[src/rtl/demux_rr_sched_pkg.sv]
// demux_rr_sched shared types: FSM states, channel constants
// and the reference next-enabled-channel search.
package demux_sched_pkg;

   localparam int NCH   = 8;
   localparam int SEL_W = 3;

   typedef enum logic [1:0] {
      IDLE,
      ADVANCE,
      ROUTE
   } state_t;

   // First enabled channel strictly after cur, wrapping; cur if none other.
   function automatic logic [SEL_W-1:0] next_enabled(
      input logic [NCH-1:0]   mask,
      input logic [SEL_W-1:0] cur
   );
      logic [SEL_W-1:0] idx;
      logic             found;
      next_enabled = cur;
      found        = 1'b0;
      for (int i = 1; i <= NCH; i++) begin
         idx = cur + SEL_W'(i);
         if (!found && mask[idx]) begin
            next_enabled = idx;
            found        = 1'b1;
         end
      end
   endfunction

endpackage

[src/rtl/demux_rr_sched_next.sv]
// demux_rr_next: combinational priority rotator giving the
// next enabled channel after cur (cur itself if it is the only one).
module demux_rr_next
   import demux_sched_pkg::*;
(
   input  logic [NCH-1:0]   mask,
   input  logic [SEL_W-1:0] cur,
   output logic [SEL_W-1:0] nxt
);

   logic [2*NCH-1:0] dbl;
   logic [2*NCH-1:0] sh;
   logic [NCH-1:0]   rot;
   logic [SEL_W:0]   base;
   logic [SEL_W-1:0] ofs;
   logic             hit;

   // rot[j] is the channel j+1 places after cur; lowest set bit wins
   always_comb begin
      base = {1'b0, cur} + {{SEL_W{1'b0}}, 1'b1};
      dbl  = {mask, mask};
      sh   = dbl >> base;
      rot  = sh[NCH-1:0];
      ofs  = '0;
      hit  = 1'b0;
      for (int j = NCH - 1; j >= 0; j--) begin
         if (rot[j]) begin
            ofs = SEL_W'(j);
            hit = 1'b1;
         end
      end
      nxt = hit ? (cur + ofs + SEL_W'(1)) : cur;
   end

endmodule

[src/rtl/demux_rr_sched.sv]
// demux_rr_sched: round-robin burst scheduler over 8 channels.
// Optional drained-beat counter beat_cnt under DEMUX_RR_SCHED_CNT_EN.
module demux_rr_sched
   import demux_sched_pkg::*;
#(
   parameter int DATA_W = 8,
   parameter int BURST  = 4
) (
   input  logic              clk,
   input  logic              rst_n,
   input  logic [DATA_W-1:0] in_data,
   input  logic              in_valid,
   input  logic              in_last,
   output logic              in_ready,
   input  logic [NCH-1:0]    ch_en,
   output logic [DATA_W-1:0] out_data,
   output logic [NCH-1:0]    out_valid,
   input  logic [NCH-1:0]    out_ready,
   output logic [SEL_W-1:0]  sel,
   output logic              busy
`ifdef DEMUX_RR_SCHED_CNT_EN
   ,
   output logic [15:0]       beat_cnt
`endif
);

   localparam logic [7:0] CNT_LAST = 8'(BURST - 1);

   state_t           state;
   state_t           state_nx;
   logic [7:0]       cnt;
   logic [SEL_W-1:0] sel_nx;
   logic             full;
   logic             drain;
   logic             xfer;
   logic             burst_end;

   demux_rr_next u_next (
      .mask (ch_en),
      .cur  (sel),
      .nxt  (sel_nx)
   );

   assign full      = |out_valid;
   assign drain     = |(out_valid & out_ready);
   assign in_ready  = (state == ROUTE) & ch_en[sel] & (~full | drain);
   assign xfer      = in_valid & in_ready;
   assign burst_end = xfer & ((cnt == CNT_LAST) | in_last);
   assign busy      = (state == ROUTE) | full;

   // State register
   always_ff @(posedge clk or negedge rst_n) begin
      if (!rst_n) state <= IDLE;
      else        state <= state_nx;
   end

   // Next state: serve the cursor until burst end or its enable drops
   always_comb begin
      state_nx = state;
      unique case (state)
         IDLE:    if (|ch_en) state_nx = ADVANCE;
         ADVANCE: state_nx = (|ch_en) ? ROUTE : IDLE;
         ROUTE:   if (!ch_en[sel] || burst_end) state_nx = ADVANCE;
         default: state_nx = IDLE;
      endcase
   end

   // Cursor moves only in ADVANCE; burst count restarts there
   always_ff @(posedge clk or negedge rst_n) begin
      if (!rst_n) begin
         sel <= '0;
         cnt <= '0;
      end else if (state == ADVANCE) begin
         sel <= sel_nx;
         cnt <= '0;
      end else if (xfer) begin
         cnt <= cnt + 8'd1;
      end
   end

   // Output register: load on transfer, hold until the destination drains
   always_ff @(posedge clk or negedge rst_n) begin
      if (!rst_n) begin
         out_data  <= '0;
         out_valid <= '0;
      end else if (xfer) begin
         out_data  <= in_data;
         out_valid <= {{(NCH-1){1'b0}}, 1'b1} << sel;
      end else if (drain) begin
         out_valid <= '0;
      end
   end

`ifdef DEMUX_RR_SCHED_CNT_EN
   // Count beats drained to any channel, wrapping at 16 bits
   always_ff @(posedge clk or negedge rst_n) begin
      if (!rst_n)     beat_cnt <= '0;
      else if (drain) beat_cnt <= beat_cnt + 16'd1;
   end
`else
   // No drained-beat counter in this build
`endif

endmodule

[config.mk]
export PLATFORM = sky130hd
export DESIGN_NAME = demux_rr_sched
export DESIGN_NICKNAME = d
export VERILOG_FILES = /design/src/rtl/demux_rr_sched_pkg.sv /design/src/rtl/demux_rr_sched_next.sv /design/src/rtl/demux_rr_sched.sv
export SDC_FILE = /design/constraint.sdc
export NUM_CORES = 1
export LEC_CHECK = 0
export CORE_ASPECT_RATIO = 0.5
export CORE_UTILIZATION = 30
export DETAILED_ROUTE_END_ITERATION = 8
export MAX_ROUTING_LAYER = met4
export PLACE_DENSITY = 0.52
export SLEW_MARGIN = 5
export SYNTH_ARGS = -nofsm -noshare
export SYNTH_HDL_FRONTEND = slang
export SYNTH_SLANG_ARGS = --single-unit
[constraint.sdc]
create_clock -name clk -period 3.4 [get_ports clk]
set_clock_uncertainty 0.05 [all_clocks]
set_input_delay 0.68 -clock clk [delete_from_list [all_inputs] [get_ports clk]]
set_output_delay 0.68 -clock clk [all_outputs]
set_load 0.01 [all_outputs]
Yosys cells after proc, flatten, opt, wreduce, memory -nomap -nowiden
Index checks and enable logic that the tools add are counted.

operators by class
  add/subtract/negate cells = 4
  multiply operators = 0
  divide/modulo/power cells = 0
  order comparisons = 1
  eq/ne operators = 5
  shift operators = 2
  multiplexer cells = 26
  bitwise operators = 9
  reductions and logical operators = 10

operator list
  cell                                                        number
  two-way mux 8 bit                                           4
  two-way mux 3 bit                                           8
  OR reduction 8 bit                                          3
  >> shifter 16 x 4 -> 8 bit                                  1
  two-way mux 1 bit                                           9
  adder 8 x 1 -> 8 bit, second input constant                 1
  bitwise AND 8 bit                                           1
  equality test 8 x 2 -> 1 bit, second input constant         1
  << shifter 1 x 3 -> 8 bit, first input constant             1
  two-way mux 2 bit                                           3
  case mux 2 bit (3 select lines)                             1
  adder 3 x 1 -> 4 bit, second input constant                 1
  bitwise AND 1 bit                                           4
  less-than comparator 3 x 4 -> 1 bit, second input constant  1
  AND reduction 2 bit                                         2
  nonzero test 2 bit                                          2
  adder 3 x 1 -> 3 bit, second input constant                 1
  adder 3 bit                                                 1
  binary-select mux 1 bit (select 3 bit)                      1
  OR 1 bit                                                    3
  equality test 2 x 1 -> 1 bit, second input constant         1
  equality test 2 bit, second input constant                  1
  logical NOT 2 bit                                           1
  inequality test 2 x 1 -> 1 bit, second input constant       1
  4 further kinds                                             4

word-level totals
  register bits = 29
  latch bits = 0
  memory bits (writable) = 0
  ROM bits = 0
  bits of input ports = 28
  memories kept = 0

Longest topological paths before layout
Gate-level depths: netlist of run 1.

  depth after elaboration = 12
  depth in mapped cells = 13
  depth with buffers taken out = 11

By module
From an unflattened synthesis of run 1, not the netlist that was laid out.

second synthesis, totals
  cell total of the unflattened synthesis = 229
  area total of the unflattened synthesis = 2229.6 um^2

modules (own cells, without submodules)
  module          times used  cells each  area each (um^2)
  demux_rr_sched  1           135         1461.4
  demux_rr_next   1           94          768.2

Worst setup path before layout of run 1
No wires, ideal clock.

  kind = in2reg
  start point = input port ch_en[7]
  end point = register sel[2]
  setup time = 0.081 ns
  arrival time = 2.762 ns
  data required time = 3.269 ns
  setup slack = 0.507 ns
  stages = 9
  path buffers = 0
  path through = mux4_2 mux2_2 nor2b_1 nor3b_1 o311a_1 fa_1 nand2b_1 mux2i_1 xor2_1

on the way
  cells in the longest elaborated chain, start to end = 11
  elaborated cells on any way between the ends = 20

RTL lines
  element                         line                       text
  from (decl)                     demux_rr_sched.sv:15       input logic [NCH-1:0] ch_en,
  >> shifter 16 x 4 -> 8 bit (*)  demux_rr_sched_next.sv:22  sh = dbl >> base;
  two-way mux 3 bit (8 in a row)  demux_rr_sched_next.sv:27  if (rot[j]) begin
  adder 3 bit                     demux_rr_sched_next.sv:32  nxt = hit ? (cur + ofs + SEL_W'(1)) : cur;
  adder 3 x 1 -> 3 bit            demux_rr_sched_next.sv:32
  to (signal assigned)            demux_rr_sched.sv:74       sel <= sel_nx;
  to (decl)                       demux_rr_sched.sv:19       output logic [SEL_W-1:0] sel,

Mark *: on every way between the ends. The rest lies on a longest branch, timed or not.
A chain may end at the register's enable or synchronous reset.

Worst setup path after layout of run 1
  start point = input port ch_en[3]
  end point = register sel[2]

Same word-level chain as after synthesis.

==> results by group, run 1 <==
Status
  – Run status: finished, violations left
  – Failing checks: DRC

Final layout
  – N_diodes: 0
  – Final std cells w/o fill: 303
  – Final instance area: between 2000 and 3000 um2
  – Fin util: between 40% and 50%
  – Fin nets: 260
  – Layout area overhead: 42.7%
  – Share of layout cells above drive strength 1: around 15%

Clocking
  – CTS root buf: clkbuf_16
  – CTS buffer count: 5
  – Setup bufs post-CTS: 0
  – Maximum root-to-sink buffer count: 2
  – Sink Count: 29
  – CTS tree: yes
  – Cts repair resizes: 0
  – Clk pin slew, worst setup/hold paths: ~50 ps
  – Htree depth: 2
  – CTS Hold Bufs: 0
  – Clock latency on the worst-skew pair: 270 ps

Power
  – Net Switching: 0.00103 W
  – Pwr/cell area: 1010 nW/um2
  – Combinational power share: just under 60%
  – Max IR drop VDD: ~310 uV
  – Int Pwr: between 0.0015 and 0.002 W
  – Clk pwr share: ~17%
  – Total power: between 0.002 and 0.003 W
  – Sw frac: between 40% and 50%
  – Power share of the sequential group: between 20 and 25%
  – Leak: 1.12 nW

Synthesis
  – Multiplexer share of the synthesized area: between 10% and 20%
  – Top post-synthesis cells by area: dfrtp_1 41%, mux4_2 10%, nand2_1 8.4%, mux2i_1 3.4%, a21oi_1 2.5%
  – Mean Syn Cell Area: approximately 10 um2
  – Top-count cell post-synth: nand2_1
  – Post-synth EDFFs: 0
  – Post-synthesis adder-cell area fraction: 2.53%
  – Dominant cell type by area after synthesis: dfrtp_1
  – Register area share after synthesis: between 40% and 50%
  – Synthesized Nets: 204
  – #FFs+latches synth: 29
  – Synth Area in Compound Gates: between 15 and 20%
  – Synthesized instance count: 173
  – Top post-synthesis cells by count: 40 x nand2_1, 29 x dfrtp_1, 9 x a21oi_1
  – Synth Area in XOR/XNOR: less than 1%
  – Synth unique cells: 45
  – Asr flop ratio synth: between 90% and 100%
  – Post-Synth Simple-Gate Area: a little over a fifth
  – Ys flop type: dfrtp_1
  – Largest family of logic cells by synthesized area: simple AND/OR/NAND/NOR gates
  – Synthesized cell area: approximately 1800 um2
  – Share of Yosys cell area claimed by the top area cell type: around two fifths
  – Ys Warns: 0

Floorplanning
  – # rows: 19
  – Die area: about 6300 um2
  – I/O pins: around 50
  – Starting density of the core: between 30% and 40%
  – Die Wd: between 100 and 150 um
  – Die H: roughly 57 um
  – Core area: between 5000 and 6000 um2

Placed design
  – I/O Buffers: 48
  – Placed Cells: 295
  – Hpwl dp: 3550 um
  – Placed Area: 2380 um2
  – Placer Congestion: 0.888
  – DP Worst Slack: -102 ps

Setup path
  – Max FO, Critical Path: 4
  – Max incr delay on CP: between 500 and 600 ps
  – Worst-path cell chain: clkdlybuf4s50_1, mux4_2, mux2_4, nand2_1, a21oi_1, o211ai_1, ha_1, inv_1, fa_1, nand2b_1, mux2i_1, xor2_1
  – Worst setup EP type: register
  – Crit start category: input port
  – Required time of the critical path: 3540 ps
  – CP max stage cell: mux4_2
  – Arr. time, crit path: ~3400 ps
  – Critical setup path kind: input port to register

Detailed routing
  – DRC Markers: 6
  – DRT iter0 DRCs: 108
  – Post-route ant nets: 0
  – Avg Vias per Cell: 5.21
  – First-pass DRT Iterations: 6
  – Via count: approximately 1.6k
  – DR WL/cell: 15.5 um
  – Post-Route WL: roughly 4700 um

STA
  – RSZ-0062 raised after global routing: false
  – Least-Margin Pin Slew: between 600 and 700 ps
  – Setup ws final: approximately 190 ps
  – Worst slew margin: 59.6%
  – Fmax: just over 300 MHz
  – Post-route clock period utilization: a little over nine tenths
  – Min Tclk post-route: roughly 3200 ps
  – Final setup fails: 0
  – Final max-slew violation count: 0
  – Hold Vio Cnt, Final: 0

Run
  – Number of max-cap violations: 0

Global routing
  – Antenna violations before repair: 0
  – Vias in the first global route: 1574
  – Global-route wire length before repair: 8010 um
  – Largest net degree at the start of global routing: 30
  – Total track usage: 16.8%
  – GRT overflow: 0

Min path
  – Hold crit path type: register to register
layout make-up:
type | instances | area [um2]
Fill cell | 538 | 3070
Sequential cell | 29 | 726
Clock buffer | 6 | 139
Clock inverter | 2 | 13.8
Multi-Input combinational cell | 132 | 1000
Inverter | 4 | 15.0
Tap cell | 73 | 91.3
Timing Repair Buffer | 57 | 558
registers in the layout, summed over array words and instances, names as in the netlist:
register / count
sel: 3
cnt: 8
state: 2
out_data: 8
out_valid: 8
layout by cell type (no fill, tap or decap), drive strengths merged, types with 3 or more instances in the layout:
master | Yosys | routed
clkdlybuf4s50 | 0 | 44
nand2 | 40 | 40
dfrtp | 29 | 29
a21oi | 9 | 9
buf | 6 | 9
mux4 | 8 | 8
nor2 | 7 | 7
mux2i | 6 | 6
o31ai | 6 | 6
clkbuf | 2 | 6
inv | 4 | 4
nand2b | 4 | 4
a22oi | 4 | 4
a32o | 4 | 4
dlymetal6s2s | 0 | 4
mux2 | 4 | 4
or4 | 4 | 4
or3 | 3 | 3
nand4 | 3 | 3
o21ai | 3 | 3
nor4 | 3 | 3
kinds of logic (layout without fill, tap and decap cells):
| kind of cell | after synthesis | in the layout |
|---|---|---|
| and+or+nand+nor | 74 | 74 |
| adders and majority gates | 3 | 3 |
| xor gates and xnor gates | 2 | 2 |
| DFF | 29 | 29 |
| buffers and inverters | 12 | 69 |
| muxes | 18 | 18 |
| AOI/OAI and AO/OA | 35 | 35 |
worst max-delay path, delay by kind of cell:
| family | cells | cell delay, ps |
|---|---|---|
| muxes | 3 | 1000 |
| adders and majority gates | 2 | 530 |
| xor gates and xnor gates | 1 | 150 |
| AOI/OAI and AO/OA | 2 | 260 |
| and+or+nand+nor | 2 | 220 |
| buffers and inverters | 2 | 510 |
metal layers:
metal	vias up	wire length (um)	GRT usage [%]
met5	-	0	-
met4	0	53	3.67
met3	6	121	2.70
met2	27	2160	27.0
met1	788	2370	22.6
li1	759	-	-
power by group through the flow:
stage	clock network [W]	registers (W)	logic, W
6_report	0.000444	0.000624	0.00149
3_5_place_dp	0	0.000631	0.00149
4_1_cts	0.000452	0.000625	0.00150
3_3_place_gp	0	0.000629	0.00148
5_1_grt	0.000470	0.000653	0.00162
2_1_floorplan	0	0.000610	0.000952
per-stage QoR:
| step | hold WS [ps] | TNS (ps) |
|---|---|---|
| CTS | 414 | 0 |
| detailed placement | 408 | -102 |
| finish | 413 | 0 |
| global route | 444 | 0 |
| floorplan | 334 | 0 |
| global placement | 409 | -77.6 |
worst paths after layout:
check                         start  endpoint  slack (ps)  depth (start not counted)
max                        ch_en[3]    sel[2]         190                         12
min                        state[0]  state[0]         410                          1
max reg2reg                  sel[0]    sel[2]         390                         11
min reg2reg                state[0]  state[0]         410                          1
max in group asynchronous     rst_n    sel[0]        2260                          2
min in group asynchronous     rst_n    cnt[1]         750                          2
Note: power is estimated with default switching activity, not from simulation.
==> inputs of run 2 (changes only) <==
--- a/config.mk
+++ b/config.mk
@@ -8,6 +8,7 @@
 export CORE_ASPECT_RATIO = 0.5
 export CORE_UTILIZATION = 30
 export DETAILED_ROUTE_END_ITERATION = 8
+export HOLD_SLACK_MARGIN = 0.12
 export MAX_ROUTING_LAYER = met4
 export PLACE_DENSITY = 0.52
 export SLEW_MARGIN = 5
==> results of run 2 <==
The final DEF is identical to that of run 1; final timing and power are the same.
==> inputs of run 3 (changes only) <==
--- a/config.mk
+++ b/config.mk
@@ -7,6 +7,7 @@
 export LEC_CHECK = 0
 export CORE_ASPECT_RATIO = 0.5
 export CORE_UTILIZATION = 30
+export CTS_BUF_LIST = sky130_fd_sc_hd__clkbuf_2
 export DETAILED_ROUTE_END_ITERATION = 8
 export HOLD_SLACK_MARGIN = 0.12
 export MAX_ROUTING_LAYER = met4
==> results by group, run 3 (same netlist as run 1, synthesis figures left out) <==
Clocking
  – Clock latency on the worst-skew pair: 380 ps
  – Clk pin slew, worst setup/hold paths: ~160 ps
  – CTS Hold Bufs: 0
  – Setup bufs post-CTS: 0
  – CTS buffer count: 5
  – CTS root buf: clkbuf_2
  – Sink Count: 29
  – CTS tree: yes
  – Htree depth: 2
  – Maximum root-to-sink buffer count: 2
  – Cts repair resizes: 0

Status
  – Run status: finished, violations left
  – Failing checks: DRC

Setup path
  – Worst path bufs/invs: 2
  – Required time of the critical path: about 3700 ps
  – Reg2reg path depth: 11
  – Max incr delay on CP: between 500 and 600 ps
  – Max FO, Critical Path: 4
  – Reg-to-reg endpoint: sel[2]
  – Worst setup EP type: register
  – Worst path top cell family by delay: multiplexers
  – Worst R2R Start: sel[0]
  – Critical setup path kind: input port to register
  – Crit start category: input port
  – CP max stage cell: mux4_2
  – Register-to-register setup slack: 490 ps
  – Arr. time, crit path: approximately 3400 ps
  – Worst-path cell chain: clkdlybuf4s50_1, mux4_2, mux2_2, nand2_1, a21oi_1, o211ai_1, ha_1, inv_1, fa_1, nand2b_1, mux2i_1, xor2_1

Final layout
  – Share of layout cells above drive strength 1: around 15%
  – Final instance area: 2430 um2
  – N_diodes: 0
  – Filler cell count: ~550
  – Multi-input logic area: around 1000 um2
  – Commonest non-fill, non-tap cell in the layout: clkdlybuf4s50_1
  – Largest registers: cnt (8), out_data (8), out_valid (8)
  – Commonest cells after routing, fill and taps aside: 44 x clkdlybuf4s50_1, 40 x nand2_1, 28 x dfrtp_1
  – Layout area overhead: 36.4%
  – Register Area: roughly 730 um2
  – Fin nets: 260

Global routing
  – Largest net degree at the start of global routing: 30
  – Total track usage: about 17%
  – Vias in the first global route: 1584
  – Antenna violations before repair: 0
  – GRT overflow: 0
  – Global-route wire length before repair: between 7000 and 8000 um

STA
  – Least-Margin Pin Slew: 606 ps
  – Final max-slew violation count: 0
  – Setup_tns: 0 ps
  – Fmax: about 320 MHz
  – Hold Vio Cnt, Final: 0
  – Worst slew margin: ~60%
  – RSZ-0062 raised after global routing: false
  – Worst Hold Slack: 427 ps
  – Setup ws final: about 290 ps
  – Post-route clock period utilization: 91.5%
  – Final setup fails: 0
  – Min Tclk post-route: around 3100 ps

Power
  – Power share of the sequential group: approximately 27%
  – Combinational power share: 64.8%
  – Pwr/cell area: ~940 nW/um2
  – Int Pwr: ~0.0013 W
  – Max IR drop VDD: 335 uV
  – Net Switching: 0.00100 W
  – Clk pwr share: roughly 8%
  – Leak: 1.07 nW
  – Sw frac: a little over two fifths

Detailed routing
  – Via count: between 1.5k and 2k
  – Avg Vias per Cell: between 5 and 6
  – First-pass DRT Iterations: 6
  – Post-route ant nets: 0
  – DRT iter0 DRCs: roughly 100
  – DR WL/cell: 15.5 um
  – Post-Route WL: between 4000 and 5000 um
  – DRC Markers: 6

Min path
  – Hold crit path type: register to register
  – Hold Path Depth: 1
  – Hold Startpoint: state[0]
  – Hold Path Sink: state[0]

Floorplanning
  – Core area: around 5600 um2
  – Starting density of the core: 31.8%
  – Die H: 56.5 um
  – I/O pins: 49
  – # rows: 19
  – Die Wd: ~110 um
  – Die area: 6270 um2

Placed design
  – Hpwl dp: 3550 um
  – Placer Congestion: 0.888
  – DP Worst Slack: -102 ps
  – Placed Area: roughly 2400 um2
  – I/O Buffers: 48

Run
  – Number of max-cap violations: 0
[run 3: power groups by stage]
stage	Sequential (W)	Combinational, W	Clock, W
global placement	0.000629	0.00148	0
CTS	0.000622	0.00150	0.000190
floorplan	0.000610	0.000952	0
finish	0.000622	0.00148	0.000183
detailed placement	0.000631	0.00149	0
global route	0.000650	0.00162	0.000206
[run 3: per-stage QoR]
step | power (W) | utilization (%) | instances
after detailed placement | 0.00212 | 42.4 | 295
after global routing | 0.00247 | 43.3 | 303
final | 0.00228 | 43.3 | 303
after floorplan | 0.00156 | - | 173
after CTS | 0.00231 | 43.1 | 303
after global placement | 0.00211 | 42.4 | 295
[run 3: worst register-to-register path, cell delays in order, from the launching register on]
cell      delay (ps)
dfrtp_2          540
mux4_2           560
mux2_2           320
nand2_1           70
a21oi_1           70
o211ai_1         190
ha_1             170
inv_1             40
fa_1             360
nand2b_1         150
mux2i_1          180
xor2_1           150
[run 3: layer usage]
layer  wire, um  GRT usage (%)
met1       2300           22.8
met2       2170           26.4
met3        176           2.70
met4         67           5.41
met5          0              -
[run 3: layout make-up]
type                    count  area share, %
clock buffers               5           1.03
well taps                  73           3.76
repair buffers             57           23.0
multi-input cells         132           41.0
flip-flops and latches     29           29.9
inverters                   4          0.618
clock inverters             3          0.721
[run 3: worst max path at each step]
stage / from / endpoint / slack, ps / cells past startpoint
after floorplan: ch_en[7] / sel[2] / 510 / 9
after global placement: ch_en[2] / sel[2] / -80 / 12
after detailed placement: ch_en[6] / sel[2] / -100 / 12
after CTS: ch_en[6] / in_ready / 10 / 5
after global routing: ch_en[7] / sel[2] / 120 / 12
final: ch_en[7] / sel[2] / 290 / 12
